### config.mk
export PLATFORM = sky130hd
export DESIGN_NAME = minterm_scanner
export DESIGN_NICKNAME = d
export VERILOG_FILES = /design/src/rtl/minterm_scanner.sv
export SDC_FILE = /design/constraint.sdc
export NUM_CORES = 1
export LEC_CHECK = 0
export CAP_MARGIN = 20
export CELL_PAD_IN_SITES_DETAIL_PLACEMENT = 0
export CELL_PAD_IN_SITES_GLOBAL_PLACEMENT = 1
export CORE_ASPECT_RATIO = 1.2
export CORE_MARGIN = 2
export CORE_UTILIZATION = 36
export DETAILED_ROUTE_END_ITERATION = 10
export PLACE_DENSITY = 0.75
export SLEW_MARGIN = 20
export SYNTH_ARGS = -nofsm -noshare
export SYNTH_HDL_FRONTEND = slang
export SYNTH_SLANG_ARGS = --single-unit
### constraint.sdc
create_clock -name clk -period 1.9 [get_ports clk]
set_input_delay 0.38 -clock clk [delete_from_list [all_inputs] [get_ports clk]]
set_output_delay 0.38 -clock clk [all_outputs]
set_load 0.01 [all_outputs]
### src/rtl/minterm_scanner.sv
// Stimulus/response scanner for a 4-input combinational function (A,B,C,D -> F).
// On start it walks all 16 input combinations, holds each for SETTLE_CYCLES cycles,
// samples F at the edge ending each vector window, builds the 16-bit truth table and
// compares it against EXPECTED_MASK.
//
// Optional build macro: SCAN_GRAY_EN -- walk the vectors in 4-bit Gray order so only
// one stimulus bit toggles per step. Results stay indexed by minterm number.
//
// Ports:
//   clk, rst_n        clock (rising edge), asynchronous active-low reset
//   start             begin a scan (accepted only when idle)
//   abort             synchronous abort of a scan in progress
//   f_in              F output of the function under test
//   a, b, c, d        stimulus, {a,b,c,d} = minterm index (a is MSB)
//   busy              high while vectors are being driven
//   done              one-cycle pulse at scan completion
//   result_valid      results below hold a completed scan
//   truth_table       captured F per minterm
//   pass              truth_table == EXPECTED_MASK
//   mismatch_count    number of differing minterms (0..16)
//   first_mismatch    lowest differing minterm, 0 when there is none
module minterm_scanner #(
  parameter logic [15:0] EXPECTED_MASK = 16'hDF03,
  parameter int unsigned SETTLE_CYCLES = 1
) (
  input  logic        clk,
  input  logic        rst_n,
  input  logic        start,
  input  logic        abort,
  input  logic        f_in,
  output logic        a,
  output logic        b,
  output logic        c,
  output logic        d,
  output logic        busy,
  output logic        done,
  output logic        result_valid,
  output logic [15:0] truth_table,
  output logic        pass,
  output logic [4:0]  mismatch_count,
  output logic [3:0]  first_mismatch
);

  localparam logic [7:0] SettleLast = 8'(SETTLE_CYCLES - 1);

  typedef enum logic [1:0] {StIdle, StSettle, StSample, StDone} state_e;

  state_e      state_q, state_d;
  logic [3:0]  pos_q, pos_d;     // scan position, 0..15
  logic [7:0]  cnt_q, cnt_d;     // settle counter
  logic [15:0] tt_q, tt_d;
  logic [4:0]  mm_q, mm_d;
  logic [3:0]  first_q, first_d;
  logic        pass_q, pass_d;
  logic        rv_q, rv_d;
  logic [3:0]  minterm;
  logic [3:0]  stim;

  // Scan position to minterm number; the last position (15) maps to the last vector
  // in both orders (15 ascending, 8 in Gray).
`ifdef SCAN_GRAY_EN
  assign minterm = pos_q ^ (pos_q >> 1);
`else
  assign minterm = pos_q;
`endif

  // State register
  always_ff @(posedge clk or negedge rst_n) begin
    if (!rst_n) begin
      state_q <= StIdle;
    end else begin
      state_q <= state_d;
    end
  end

  // Next-state logic
  always_comb begin
    state_d = state_q;
    unique case (state_q)
      StIdle:   if (start) state_d = StSettle;
      StSettle: begin
        if (abort) begin
          state_d = StIdle;
        end else if (cnt_q == SettleLast) begin
          state_d = StSample;
        end
      end
      StSample: begin
        if (abort) begin
          state_d = StIdle;
        end else if (pos_q == 4'hF) begin
          state_d = StDone;
        end else begin
          state_d = StSettle;
        end
      end
      StDone:   state_d = StIdle;
      default:  state_d = StIdle;
    endcase
  end

  // Output logic
  always_comb begin
    busy = 1'b0;
    done = 1'b0;
    stim = 4'h0;
    unique case (state_q)
      StSettle, StSample: begin
        busy = 1'b1;
        stim = minterm;
      end
      StDone:  done = 1'b1;
      default: ;
    endcase
  end

  assign {a, b, c, d}   = stim;
  assign truth_table    = tt_q;
  assign pass           = pass_q;
  assign mismatch_count = mm_q;
  assign first_mismatch = first_q;
  assign result_valid   = rv_q;

  // Datapath next-state
  always_comb begin
    pos_d   = pos_q;
    cnt_d   = cnt_q;
    tt_d    = tt_q;
    mm_d    = mm_q;
    first_d = first_q;
    pass_d  = pass_q;
    rv_d    = rv_q;
    unique case (state_q)
      StIdle: begin
        if (start) begin
          pos_d   = 4'h0;
          cnt_d   = 8'h0;
          tt_d    = 16'h0;
          mm_d    = 5'h0;
          first_d = 4'h0;
          pass_d  = 1'b0;
          rv_d    = 1'b0;
        end
      end
      StSettle: begin
        if (abort || cnt_q == SettleLast) begin
          cnt_d = 8'h0;
        end else begin
          cnt_d = cnt_q + 8'd1;
        end
        if (abort) pos_d = 4'h0;
      end
      StSample: begin
        if (abort) begin
          pos_d = 4'h0;
        end else begin
          tt_d[minterm] = f_in;
          if (f_in != EXPECTED_MASK[minterm]) begin
            mm_d = mm_q + 5'd1;
            // Gray order visits minterms out of sequence, so keep the minimum.
            if (mm_q == 5'd0 || minterm < first_q) first_d = minterm;
          end
          pos_d = pos_q + 4'd1;  // wraps to 0 after the last vector
        end
      end
      StDone: begin
        rv_d   = 1'b1;
        pass_d = (tt_q == EXPECTED_MASK);
      end
      default: ;
    endcase
  end

  always_ff @(posedge clk or negedge rst_n) begin
    if (!rst_n) begin
      pos_q   <= 4'h0;
      cnt_q   <= 8'h0;
      tt_q    <= 16'h0;
      mm_q    <= 5'h0;
      first_q <= 4'h0;
      pass_q  <= 1'b0;
      rv_q    <= 1'b0;
    end else begin
      pos_q   <= pos_d;
      cnt_q   <= cnt_d;
      tt_q    <= tt_d;
      mm_q    <= mm_d;
      first_q <= first_d;
      pass_q  <= pass_d;
      rv_q    <= rv_d;
    end
  end

endmodule

Word level (Yosys, flattened, before mapping)
Memory sizes are Yosys's and may differ from the RTL's.
Index checks and enable logic that the tools add are counted.
{"block": "word_totals", "ff_bits": 41, "mem_bits_ro": 16, "input_bits": 5, "output_inout_bits": 33, "mem_count": 1}
{"memory": "(name not given)", "words": 16, "word_bits": 1, "rd": 1, "rd_clocked_by_memory_dff": 0, "wr": 0, "line": "158", "source": "if (f_in != EXPECTED_MASK[minterm]) begin"}
{"block": "classes", "addsub": 3, "magnitude_cmp": 3, "eq_ne": 12, "muxes": 34, "n_reduce_logical": 18}
{"cell": "16-bit 2-to-1 mux", "n": 2}
{"cell": "16-bit one-hot mux with 2 select lines", "n": 1}
{"cell": "4-bit 2-to-1 mux", "n": 7}
{"cell": "16-bit bitwise mux", "n": 1}
{"cell": "16-bit equality test (second input constant)", "n": 1}
{"cell": "8-bit 2-to-1 mux", "n": 2}
{"cell": "8-bit one-hot mux with 2 select lines", "n": 1}
{"cell": "5-bit 2-to-1 mux", "n": 3}
{"cell": "4-bit one-hot mux with 3 select lines", "n": 1}
{"cell": "2-bit 2-to-1 mux", "n": 5}
{"cell": "2-bit != test (second input constant)", "n": 5}
{"cell": "5-bit one-hot mux with 2 select lines", "n": 1}
{"cell": "8-bit by 1-bit adder with 8-bit output (second input constant)", "n": 1}
{"cell": "8-bit zero test", "n": 1}
{"cell": "2-bit one-hot mux with 4 select lines", "n": 1}
{"cell": "4-bit one-hot mux with 2 select lines", "n": 1}
{"cell": "2-bit AND reduction", "n": 3}
{"cell": "3-bit AND reduction", "n": 2}
{"cell": "2-bit nonzero test", "n": 3}
{"cell": "5-bit by 1-bit adder with 5-bit output (second input constant)", "n": 1}
{"cell": "5-bit zero test", "n": 1}
{"cell": "4-bit by 5-bit < comparator with 1-bit output (second input constant)", "n": 1}
{"cell": "1-bit 2-to-1 mux", "n": 5}
{"cell": "5-bit AND reduction", "n": 1}
{"cell": "other kinds (16)", "n": 19}

Depth between registers and ports, before layout
{"block": "logic_depth", "word_depth": 7, "depth_mapped": 8}

Least setup slack after synthesis
No wires, ideal clock.
{"block": "synth_path", "path_type": "reg2reg", "from": "register state_q[0]", "to": "register cnt_q[7]", "setup_time_ns": 0.132, "arrival_ns": 1.617, "t_required_ns": 1.768, "path_slack_ns": 0.151, "path_stages_with_launch": 8, "path_buffers": 0, "period_less_slack_ns": 1.749, "cell_sequence": "dfrtp_1 > inv_1 > ha_1 > mux2_2 > and3_1 > nand4_1 > xor2_1 > nor2_1"}
{"block": "synth_between", "elab_chain_len": 3, "elab_cells_between_ends": 6}
{"element": "start, declared", "line": "48", "source": "state_e state_q, state_d;"}
{"element": "start signal, assigned", "line": "70", "source": "state_q <= StIdle;"}
{"element": "start signal, assigned", "line": "72", "source": "state_q <= state_d;"}
{"element": "2-bit by 1-bit equality test with 1-bit output / 2-bit zero test (equally long branches)", "line": "133", "source": "unique case (state_q)"}
{"element": "2-bit nonzero test (no line) / 2-bit != test (equally long branches)"}
{"element": "2-bit AND reduction (no line)"}
{"element": "end signal, assigned", "line": "185", "source": "cnt_q <= cnt_d;"}
{"element": "end, declared", "line": "50", "source": "logic [7:0] cnt_q, cnt_d;"}
Parallel ways exist; a longest one is shown, timed or not.
A chain may end at the register's enable or synchronous reset.

Worst setup path after layout
{"block": "layout_path", "from": "register state_q[1]", "to": "output port c"}
{"block": "layout_between", "elab_chain_len": 3, "elab_cells_between_ends": 4}
{"element": "2-bit by 1-bit equality test with 1-bit output / 2-bit equality test (equally long branches)", "line": "107", "source": "unique case (state_q)"}
{"element": "2-bit OR reduction (*)", "line": "107"}
{"element": "4-bit 2-to-1 mux (*)", "line": "107"}
{"element": "end, declared", "line": "33", "source": "output logic c,"}
Every way passes the cells marked *; elsewhere a longest branch is shown, timed or not.

==> flow_summary.yaml <==
clock_tree:
  root_buffer: "clkbuf_8"
  cts_tree: "built"
  clkTransAtPathRegs_ns: 0.08
  cts_max_level: 2
  insertion_delay_ns: 0.29
  cts_buffers: 5
  cts_num_sinks: 41
  clockBufferDepth: 2
placed_design:
  place_inst: 405
  dpl_cell_area_um2: 2960
  place_congestion: 0.761
  io_buffers: 37
  pre_cts_slack_ns: -0.111
  hpwl_mm: 4.44
min_path:
  hold_class: "in2async"
setup_path:
  cp.arrival_ns: 1.44
  critPathLaunchType: "flop"
  end_kind: "output port"
  path_max_fanout: 5
  crit_type: "reg2out"
  cp.required_ns: 1.52
timing:
  clock_skew_ns: 0.00667
  tns_ns: 0
  rsz0062_at_grt: "true"
  whs_ns: 0.0256
  fin_crit_ns: 1.82
  setup_viol: 0
  timing_worst_slew_pin_value_ns: 0.434
  timing.final.ws_setup_ns: 0.0779
  max_freq_mhz: 549
  period_share: 0.959
  hold_violations: 0
  relSlewSlack: 0.707
  slew_viol_final: 0
global_route:
  grt_max_degree: 25
  gr-total-overflow: 0
  grt_pass1_vias: 2101
  antenna_found_initial: 0
  track_usage: 0.177
  grt_pass1_wl_mm: 10.1
routing:
  drtAntennaViolNets: 0
  drt_pre_antenna_iters: 4
  dr_wl_met2_mm: 3.11
  top_layer: "met4"
  wire_per_inst_um: 14.2
  vias: 2096
  drc: 0
  drt_first_iter_violations: 104
  viasPerCell: 5.05
  routed-wl-met3_um: 186
  wl_mm: 5.89
  drt-met1-wl_mm: 2.50
layout:
  layout_commonest_cell: "dfrtp_1"
  multi_input_area_um2: 1260
  area_growth_pct: 31.9
  mostFrequentLayoutCells: "dfrtp_1, nand2_1, a21oi_1"
  fill_cells: 624
  final_area_um2: 3100
  stdcell_count: 415
  nNetsFinal: 349
  drive_above_1_share: 0.121
  final-seq-area_um2: 1030
  antenna_cells: 0
floorplanning:
  dieArea_um2: 7190
  initial_core_util: 0.369
  core_area_um2: 6370
  ios: 38
  die_h_um: 92.5
  die-width_um: 77.7
  rows: 32
logic_synthesis:
  ys.flop_type: "dfrtp_1"
  synth_cells: 268
  synth.distinct_cells: 37
  ys_ff_latch: 41
  ys_warn_count: 0
  avgSynthCellArea_um2: 8.76
  synth_edf_count: 0
  ys_seq_area_frac: 0.437
  synthArstFlopShare: 1.00
  synth_area_um2: 2350
  syn-num-nets: 288
status:
  status: "finished clean"
pwr:
  p_leak_nw: 1.36
  ir_drop_mv: 0.478
  powerDensity_nw_per_um2: 939
job:
  drv_cap: 0
metrics by stage:
stage / util / total power, W
finish: 0.487 / 0.00291
global route: 0.487 / 0.00312
CTS: 0.484 / 0.00290
detailed placement: 0.465 / 0.00221
global placement: 0.465 / 0.00220
floorplan: - / 0.00170
routing by layer:
layer / up-vias / global-route usage
met5: - / 0
met4: 0 / 0.0536
met3: 9 / 0.0312
met2: 37 / 0.311
met1: 1006 / 0.220
li1: 1044 / -
state kept, by name (all words and copies together), names as in the netlist:
signal	count
truth_table	16
cnt_q	8
mismatch_count	5
first_mismatch	4
minterm	4
state_q	2
pass	1
result_valid	1
cell usage after synthesis (all sizes together) (2+ instances only):
master	count	share of area
xor2	6	0.022
a311oi	2	0.010
nor4b	2	0.0075
and2	6	0.016
and3	3	0.0080
nor2	19	0.030
nor3	2	0.0043
buf	4	0.011
o21ai	31	0.069
a21oi	36	0.077
inv	17	0.027
ha	15	0.080
mux2i	5	0.021
nand2b	4	0.011
a21o	3	0.0096
nand2	36	0.058
nand3	9	0.019
nand4	6	0.016
nor2b	6	0.016
dfrtp	41	0.44
clkbuf	2	0.0032
nand4b	2	0.0075
final timing paths:
check	to	from	slack, ns	cells after the start
min in group clk	pass	pass	0.53	2
max	c	state_q[1]	0.08	4
min reg2reg	pass	pass	0.53	2
max in group asynchronous	cnt_q[3]	rst_n	1.38	2
max reg2reg	minterm[3]	state_q[0]	0.16	6
min	mismatch_count[2]	rst_n	0.03	1
power by group:
group	total (W)	leakage [nW]	internal, W	switching, W
Clock	0.000630	0.0542	0.000328	0.000302
Sequential	0.000968	0.570	0.000928	0.0000397
Combinational	0.00131	0.732	0.000578	0.000733
final cells by class:
type | instances | area share
repair buffers | 60 | 0.175
flip-flops and latches | 41 | 0.331
clock inverters | 1 | 0.00162
multi-input cells | 204 | 0.406
clock buffers | 7 | 0.0311
inverters | 17 | 0.0206
well taps | 85 | 0.0343
cell families after synthesis:
kind of cell             Yosys count  synth area share
buffers and inverters             23            0.0410
AND/OR/NAND/NOR                   99             0.206
XOR/XNOR                           7            0.0261
flip-flops                        41             0.437
multiplexers                       6            0.0261
AO/OA/AOI/OAI                     77             0.184
adder cells (fa/ha/maj)           15            0.0799
critical path: stages, from the launching register on:
cell and delay, ns:
dfrtp_1 0.38, inv_1 0.14, ha_4 0.23, and2_1 0.13, dlygate4sd2_1 0.28
timing repair:
action | CTS | global route
endpoints found under the setup margin | 5 | 26
pin swaps | 0 | 1
hold buffers | 0 | 0
cloned | 0 | 0
setup buffers | 2 | 0
resized for setup | 7 | 4
endpoints found under the hold margin | 0 | 0
No activity file was read; power rests on OpenSTA's default activity.
